## config.mk

```make
export PLATFORM = sky130hd
export DESIGN_NAME = huffman_tree_builder
export DESIGN_NICKNAME = d
export VERILOG_FILES = /design/src/rtl/huffman_pkg.sv /design/src/rtl/huffman_min2.sv /design/src/rtl/huffman_tree_builder.sv
export SDC_FILE = /design/constraint.sdc
export NUM_CORES = 2
export LEC_CHECK = 0
export CAP_MARGIN = 20
export CORE_AREA = 10 10 381 383
export CTS_CLUSTER_SIZE = 20
export DETAILED_ROUTE_END_ITERATION = 8
export DIE_AREA = 0 0 391 393
export GPL_ROUTABILITY_DRIVEN = 0
export SKIP_CTS_REPAIR_TIMING = 1
export SLEW_MARGIN = 30
export SYNTH_ARGS = -nofsm -noshare
export SYNTH_HDL_FRONTEND = slang
export SYNTH_SLANG_ARGS = --single-unit
```

## constraint.sdc

```tcl
create_clock -name i_clk -period 72.8 [get_ports i_clk]
set_clock_uncertainty 0.15 [all_clocks]
set_input_delay 14.56 -clock i_clk [delete_from_list [all_inputs] [get_ports i_clk]]
set_output_delay 14.56 -clock i_clk [all_outputs]
set_load 0.01 [all_outputs]
```

## src/rtl/huffman_pkg.sv

```systemverilog
// Shared types and defaults for the Huffman tree builder.
// Holds the FSM state enum, the default-width node record and the node index width helper.
package huffman_pkg;

  localparam int DEF_N_SYM  = 6;
  localparam int DEF_FREQ_W = 32;
  localparam int DEF_SYM_W  = 8;

  typedef enum logic [2:0] {
    IDLE,
    LOAD,
    MERGE,
    EMIT,
    DONE
  } state_t;

  typedef struct packed {
    logic [DEF_SYM_W-1:0]  sym;
    logic [DEF_FREQ_W-1:0] freq;
    logic                  active;
  } node_t;

  // Leaves plus internal nodes of a full binary tree: 2*N-1 entries.
  function automatic int nodeWidth(input int nSym);
    return $clog2(2 * nSym - 1);
  endfunction

endpackage

```

## src/rtl/huffman_min2.sv

```systemverilog
// Combinational selector of the two smallest active frequencies.
// Ordering is by (frequency, index), so equal frequencies resolve to the lower node index.
module huffman_min2 #(
  parameter int N      = 11,
  parameter int FREQ_W = 32,
  parameter int IDX_W  = 4
) (
  input  logic [N*FREQ_W-1:0] i_freq,
  input  logic [N-1:0]        i_active,
  output logic [IDX_W-1:0]    o_minIdx,
  output logic [IDX_W-1:0]    o_secIdx
);

  logic [FREQ_W-1:0] w_bestFreq;
  logic [FREQ_W-1:0] w_secFreq;
  logic [FREQ_W-1:0] w_curFreq;
  logic              w_haveBest;
  logic              w_haveSec;

  // Ascending scan with strict compares keeps the earlier index on ties.
  always_comb begin
    o_minIdx   = '0;
    o_secIdx   = '0;
    w_bestFreq = '0;
    w_secFreq  = '0;
    w_curFreq  = '0;
    w_haveBest = 1'b0;
    w_haveSec  = 1'b0;
    for (int i = 0; i < N; i++) begin
      w_curFreq = i_freq[i*FREQ_W +: FREQ_W];
      if (i_active[i]) begin
        if (!w_haveBest || (w_curFreq < w_bestFreq)) begin
          o_secIdx   = o_minIdx;
          w_secFreq  = w_bestFreq;
          w_haveSec  = w_haveBest;
          o_minIdx   = IDX_W'(i);
          w_bestFreq = w_curFreq;
          w_haveBest = 1'b1;
        end else if (!w_haveSec || (w_curFreq < w_secFreq)) begin
          o_secIdx  = IDX_W'(i);
          w_secFreq = w_curFreq;
          w_haveSec = 1'b1;
        end
      end
    end
  end

endmodule

```

## src/rtl/huffman_tree_builder.sv

```systemverilog
// Builds a Huffman tree from loaded leaves, streaming one merge record per step.
// Leaves occupy nodes 0..N_SYM-1; parents are allocated from N_SYM upward.
module huffman_tree_builder
  import huffman_pkg::*;
#(
  parameter int N_SYM  = DEF_N_SYM,
  parameter int FREQ_W = DEF_FREQ_W,
  parameter int SYM_W  = DEF_SYM_W,
  localparam int NODE_W = nodeWidth(N_SYM)
) (
  input  logic              i_clk,
  input  logic              i_ctrl_reset,
  input  logic              i_ld_valid,
  output logic              o_ld_ready,
  input  logic [SYM_W-1:0]  i_ld_sym,
  input  logic [FREQ_W-1:0] i_ld_freq,
  input  logic              i_ctrl_start,
  output logic              o_busy,
  output logic              o_out_valid,
  input  logic              i_out_ready,
  output logic [NODE_W-1:0] o_out_left,
  output logic [NODE_W-1:0] o_out_right,
  output logic [NODE_W-1:0] o_out_parent,
  output logic [FREQ_W-1:0] o_out_freq,
  output logic              o_done,
  output logic [NODE_W-1:0] o_root_idx,
  output logic              o_ovf
);

  localparam int N_NODE = 2 * N_SYM - 1;
  localparam int CNT_W  = $clog2(N_SYM + 1);

  typedef struct packed {
    logic [SYM_W-1:0]  sym;
    logic [FREQ_W-1:0] freq;
    logic              active;
  } nodeRec_t;

  state_t              r_state;
  state_t              w_nextState;
  nodeRec_t            r_node [N_NODE];
  logic [CNT_W-1:0]    r_leafCount;
  logic [NODE_W-1:0]   r_mergeCount;
  logic [NODE_W-1:0]   r_rootIdx;
  logic [NODE_W-1:0]   r_outLeft;
  logic [NODE_W-1:0]   r_outRight;
  logic [NODE_W-1:0]   r_outParent;
  logic [FREQ_W-1:0]   r_outFreq;
  logic                r_ovf;

  logic [N_NODE*FREQ_W-1:0] w_freqFlat;
  logic [N_NODE-1:0]        w_activeVec;
  logic [NODE_W-1:0]        w_leftIdx;
  logic [NODE_W-1:0]        w_rightIdx;
  logic [NODE_W-1:0]        w_parentIdx;
  logic [NODE_W-1:0]        w_leafIdx;
  logic [FREQ_W:0]          w_sum;
  logic [FREQ_W-1:0]        w_sumSat;
  logic                     w_idleOrLoad;
  logic                     w_startAccept;
  logic                     w_loadAccept;
  logic                     w_lastMerge;

  for (genvar g = 0; g < N_NODE; g++) begin : g_flat
    assign w_freqFlat[g*FREQ_W +: FREQ_W] = r_node[g].freq;
    assign w_activeVec[g]                 = r_node[g].active;
  end

  huffman_min2 #(
    .N      (N_NODE),
    .FREQ_W (FREQ_W),
    .IDX_W  (NODE_W)
  ) u_min2 (
    .i_freq   (w_freqFlat),
    .i_active (w_activeVec),
    .o_minIdx (w_leftIdx),
    .o_secIdx (w_rightIdx)
  );

  // A start and a load in the same cycle resolve in favour of the start.
  assign w_idleOrLoad  = (r_state == IDLE) || (r_state == LOAD);
  assign w_startAccept = i_ctrl_start && w_idleOrLoad;
  assign o_ld_ready    = w_idleOrLoad && (r_leafCount < CNT_W'(N_SYM)) && !i_ctrl_start;
  assign w_loadAccept  = i_ld_valid && o_ld_ready;

  assign w_leafIdx   = NODE_W'(r_leafCount);
  assign w_parentIdx = NODE_W'(N_SYM) + r_mergeCount;
  assign w_sum       = {1'b0, r_node[w_leftIdx].freq} + {1'b0, r_node[w_rightIdx].freq};
  assign w_sumSat    = w_sum[FREQ_W] ? '1 : w_sum[FREQ_W-1:0];
  assign w_lastMerge = (r_mergeCount + NODE_W'(1)) == (NODE_W'(r_leafCount) - NODE_W'(1));

  assign o_busy       = (r_state == MERGE) || (r_state == EMIT);
  assign o_out_valid  = (r_state == EMIT);
  assign o_done       = (r_state == DONE);
  assign o_out_left   = r_outLeft;
  assign o_out_right  = r_outRight;
  assign o_out_parent = r_outParent;
  assign o_out_freq   = r_outFreq;
  assign o_root_idx   = r_rootIdx;
  assign o_ovf        = r_ovf;

  always_ff @(posedge i_clk) begin
    if (i_ctrl_reset) r_state <= IDLE;
    else              r_state <= w_nextState;
  end

  always_comb begin
    w_nextState = r_state;
    case (r_state)
      IDLE:    if (w_startAccept) w_nextState = DONE;
               else if (w_loadAccept) w_nextState = LOAD;
      LOAD:    if (w_startAccept) w_nextState = (r_leafCount >= CNT_W'(2)) ? MERGE : DONE;
      MERGE:   w_nextState = EMIT;
      EMIT:    if (i_out_ready) w_nextState = w_lastMerge ? DONE : MERGE;
      DONE:    w_nextState = IDLE;
      default: w_nextState = IDLE;
    endcase
  end

  // Node table, counters and the registered merge record.
  always_ff @(posedge i_clk) begin
    if (i_ctrl_reset) begin
      r_leafCount  <= '0;
      r_mergeCount <= '0;
      r_rootIdx    <= '0;
      r_outLeft    <= '0;
      r_outRight   <= '0;
      r_outParent  <= '0;
      r_outFreq    <= '0;
      r_ovf        <= 1'b0;
      for (int i = 0; i < N_NODE; i++) r_node[i] <= '0;
    end else begin
      case (r_state)
        IDLE, LOAD: begin
          if (w_startAccept) begin
            r_rootIdx <= '0;
            r_ovf     <= 1'b0;
          end else if (w_loadAccept) begin
            r_node[w_leafIdx] <= {i_ld_sym, i_ld_freq, 1'b1};
            r_leafCount       <= r_leafCount + CNT_W'(1);
          end
        end
        MERGE: begin
          r_outLeft                 <= w_leftIdx;
          r_outRight                <= w_rightIdx;
          r_outParent               <= w_parentIdx;
          r_outFreq                 <= w_sumSat;
          r_node[w_leftIdx].active  <= 1'b0;
          r_node[w_rightIdx].active <= 1'b0;
          r_node[w_parentIdx]       <= {SYM_W'(0), w_sumSat, 1'b1};
          if (w_sum[FREQ_W]) r_ovf <= 1'b1;
        end
        EMIT: begin
          if (i_out_ready) begin
            r_mergeCount <= r_mergeCount + NODE_W'(1);
            if (w_lastMerge) r_rootIdx <= r_outParent;
          end
        end
        DONE: begin
          r_leafCount  <= '0;
          r_mergeCount <= '0;
          for (int i = 0; i < N_NODE; i++) r_node[i].active <= 1'b0;
        end
        default: ;
      endcase
    end
  end

endmodule

```

==> run_results.csv <==
group,metric,value,unit
yosys,yosysWarnings,0,
yosys,synth_cell_types,103,
clock_tree,insertion_delay,0.71,ns
sta,timing.final.ws_setup,27.25,ns
clock_tree,cts_buffer_depth,3,
drt,first_pass_iters,9,
drt,drtIter0Drc,7057,
sta,setup_viol,0,
placement,place_area,50700,um^2
yosys,synth-edff-count,355,
finish,layout-drive-gt1-share,7.09,%
yosys,syn-num-nets,6632,
worst_hold_path,hold_depth,2,
clock_tree,cts_tree,"done",
setup_path,crit_arrival,45.80,ns
setup_path,critPathCaptureType,"register",
clock_tree,clk_pin_slew,0.06,ns
yosys,yosys.area.top_type,"edfxtp_1",
power_and_ir_drop,power.internal,0.000511,W
sta,rsz0062_at_grt,"false",
sta,finalCritPeriodShare,62.6,%
yosys,synth_cells,5957,
power_and_ir_drop,clockPowerShare,36.1,%
yosys,synth-seq-area-share,25.2,%
setup_path,crit_top_cell,"a21o_1",
placement,post-place-ws,29.47,ns
drt,vias,50700,
sta,slew_headroom,24.4,%
setup_path,crit_slowest_cell,"nor2_2",
yosys,synth_area,47900,um^2
floorplan,core_area,137000,um^2
floorplan,ios,98,
power_and_ir_drop,powerDensity,15.4,nW/um^2
finish,multi_input_area,33300,um^2
clock_tree,h-tree-depth,2,
power_and_ir_drop,combPwrFrac,28.4,%
drt,final_antenna_net_count,0,
sta,setup_tns,0,ns
power_and_ir_drop,swShare,37.1,%
sta,hold_slack,0.294,ns
drt,wl_per_cell,28.2,um
power_and_ir_drop,power_frac_seq,35.6,%
global_route,grt_pass1_vias,47000,
setup_path,slowest_delay,0.92,ns
global_route,grt_max_degree,82,
setup_path,start_kind,"register",
sta,slew_violations,0,
floorplan,die_w,391,um
finish,num-fill-cells,14000,
setup_path,r2r_cells,158,
global_route,grt.overflow.total,0,
yosys,yosys-top-cells-area,"edfxtp_1 (22%), ha_1 (16%), nand2_1 (5.7%)",
worst_hold_path,worstHoldPathType,"register to register",
clock_tree,clkSinkCount,425,
power_and_ir_drop,ir_worst_vdd,0.0166,mV
finish,syn_to_final_growth,9.96,%
drt,via_per_inst,6.61,
power_and_ir_drop,switching_power,0.000302,W
clock_tree,cts-root-buf,"clkbuf_16",
run_status,status,"completed",
global_route,grt_antenna_before_repair,6,
floorplan,rows,136,
floorplan,start_util,34.9,%
setup_path,worst-path-max-fanout,81,
setup_path,r2r_slack,27.25,ns
floorplan,die_h,393,um
yosys,syn_area_per_cell,8.04,um^2
power_and_ir_drop,p_leak,21.5,nW
yosys,async_flop_share,0,%
global_route,grt_usage,26.8,%
finish,seqCellArea,12100,um^2
power_and_ir_drop,p_total,0.000813,W
sta,finalCriticalPeriod,45.55,ns
finish,final_area,52700,um^2
yosys,synthFlopType,"edfxtp_1",
placement,numPortBuffers,89,
setup_path,critPathKind,"register to register",
sta,fmax,22.0,MHz
sta,tightest_slew,1.13,ns
clock_tree,numCtsBuffers,55,
yosys,ys_ff_latch,425,
global_route,grt_pass1_wl,312000,um
drt,drc,0,
setup_path,cp.required,73.05,ns
flow_run,cap_violations,0,
floorplan,die_area,154000,um^2
placement,dp_hpwl,166000,um
sta,report.final.hold_viol_count,0,
yosys,synth_top_area_share,22.2,%
finish,nets,6508,
drt,finalWirelength,216000,um
## layer usage
layer,part of all wire (%),vias up,track usage [%]
met5,0,-,0
met4,7.9,0,18.2
met3,11,792,4.85
met2,42,3432,40.8
met1,39,24100,34.5
li1,-,22400,-
## layout by cell type, fill, tap and decap left out, types with 25 or more instances in the layout
cell type	n
a211oi_1	99
a21o_1	203
a21oi_1	344
a221o_1	32
a22o_1	121
a22oi_1	55
a311oi_1	48
a31oi_1	51
a32o_1	28
a32oi_1	30
and3_1	60
buf_4	146
clkbuf_16	55
clkdlybuf4s50_1	89
dfxtp_1	68
edfxtp_1	355
ha_1	629
inv_1	299
mux2_2	56
mux2i_1	187
nand2_1	727
nand2b_1	33
nand3_1	93
nand4_1	113
nor2_1	603
nor2b_1	37
nor3_1	60
nor4_1	37
nor4_2	25
o211ai_1	37
o21a_1	58
o21ai_0	283
o221ai_1	31
o22ai_1	349
xnor2_1	29
## stage by stage
stage	cells	utilization, %
2_1_floorplan	5957	-
3_3_place_gp	7570	37.0
3_5_place_dp	7570	37.0
4_1_cts	7674	38.4
5_1_grt	7674	38.4
6_report	7676	38.4
## flip-flops by register name, indices dropped and copies added (netlist names)
register,cells
o_out_freq,32
o_out_left,4
o_out_parent,4
o_out_right,4
o_ovf,1
o_root_idx,4
r_leafCount,3
r_mergeCount,4
r_node,366
r_state,3
## path summary, 6_finish.rpt
path | start | endpoint
max reg2reg | r_node[0][0] | r_node[0][18]
min | o_out_right[3] | o_out_right[3]
max | r_node[0][0] | r_node[0][18]
min reg2reg | o_out_right[3] | o_out_right[3]
## layout make-up
| cell class | count | share of cell area (%) |
|---|---|---|
| antenna | 2 | 0.00950 |
| clock buffer | 68 | 2.82 |
| clock inverter | 36 | 0.791 |
| inverter | 303 | 2.16 |
| multi-input combinational | 4813 | 63.3 |
| sequential | 425 | 22.9 |
| tap | 1794 | 4.26 |
| timing repair buffer | 235 | 3.77 |
## worst max-delay path, delay by kind of cell (launching register included)
| family | cells | cell delay (ns) |
|---|---|---|
| AO/OA/AOI/OAI | 97 | 26.35 |
| multiplexers | 4 | 1.44 |
| flip-flops | 1 | 0.41 |
| AND/OR/NAND/NOR | 28 | 7.05 |
| buffers and inverters | 17 | 5.76 |
| adder cells (fa/ha/maj) | 12 | 3.73 |
## cells by family after synthesis
family | synth area share, %
and+or+nand+nor | 17.8
AOI/OAI and AO/OA | 28.8
muxes | 5.22
adders and majority gates | 16.5
buffers and inverters | 5.81
xor gates and xnor gates | 0.695
DFF | 25.2
## synth_stat cells (113+ instances only)
library cell / count
o22ai_1: 350
mux2i_1: 187
ha_1: 629
inv_1: 299
nand4_1: 113
a22o_1: 121
edfxtp_1: 355
clkbuf_1: 340
a21oi_1: 348
a21o_1: 204
nand2_1: 731
nor2_1: 613
o21ai_0: 287
## power groups by stage
stage	Sequential (W)	Combinational, W	Clock [W]
floorplan	0.000285	0.000137	0
global placement	0.000293	0.000215	0
detailed placement	0.000293	0.000220	0
CTS	0.000288	0.000221	0.000295
global route	0.000289	0.000245	0.000304
finish	0.000289	0.000231	0.000293
Note: power is estimated with default switching activity, not from simulation.
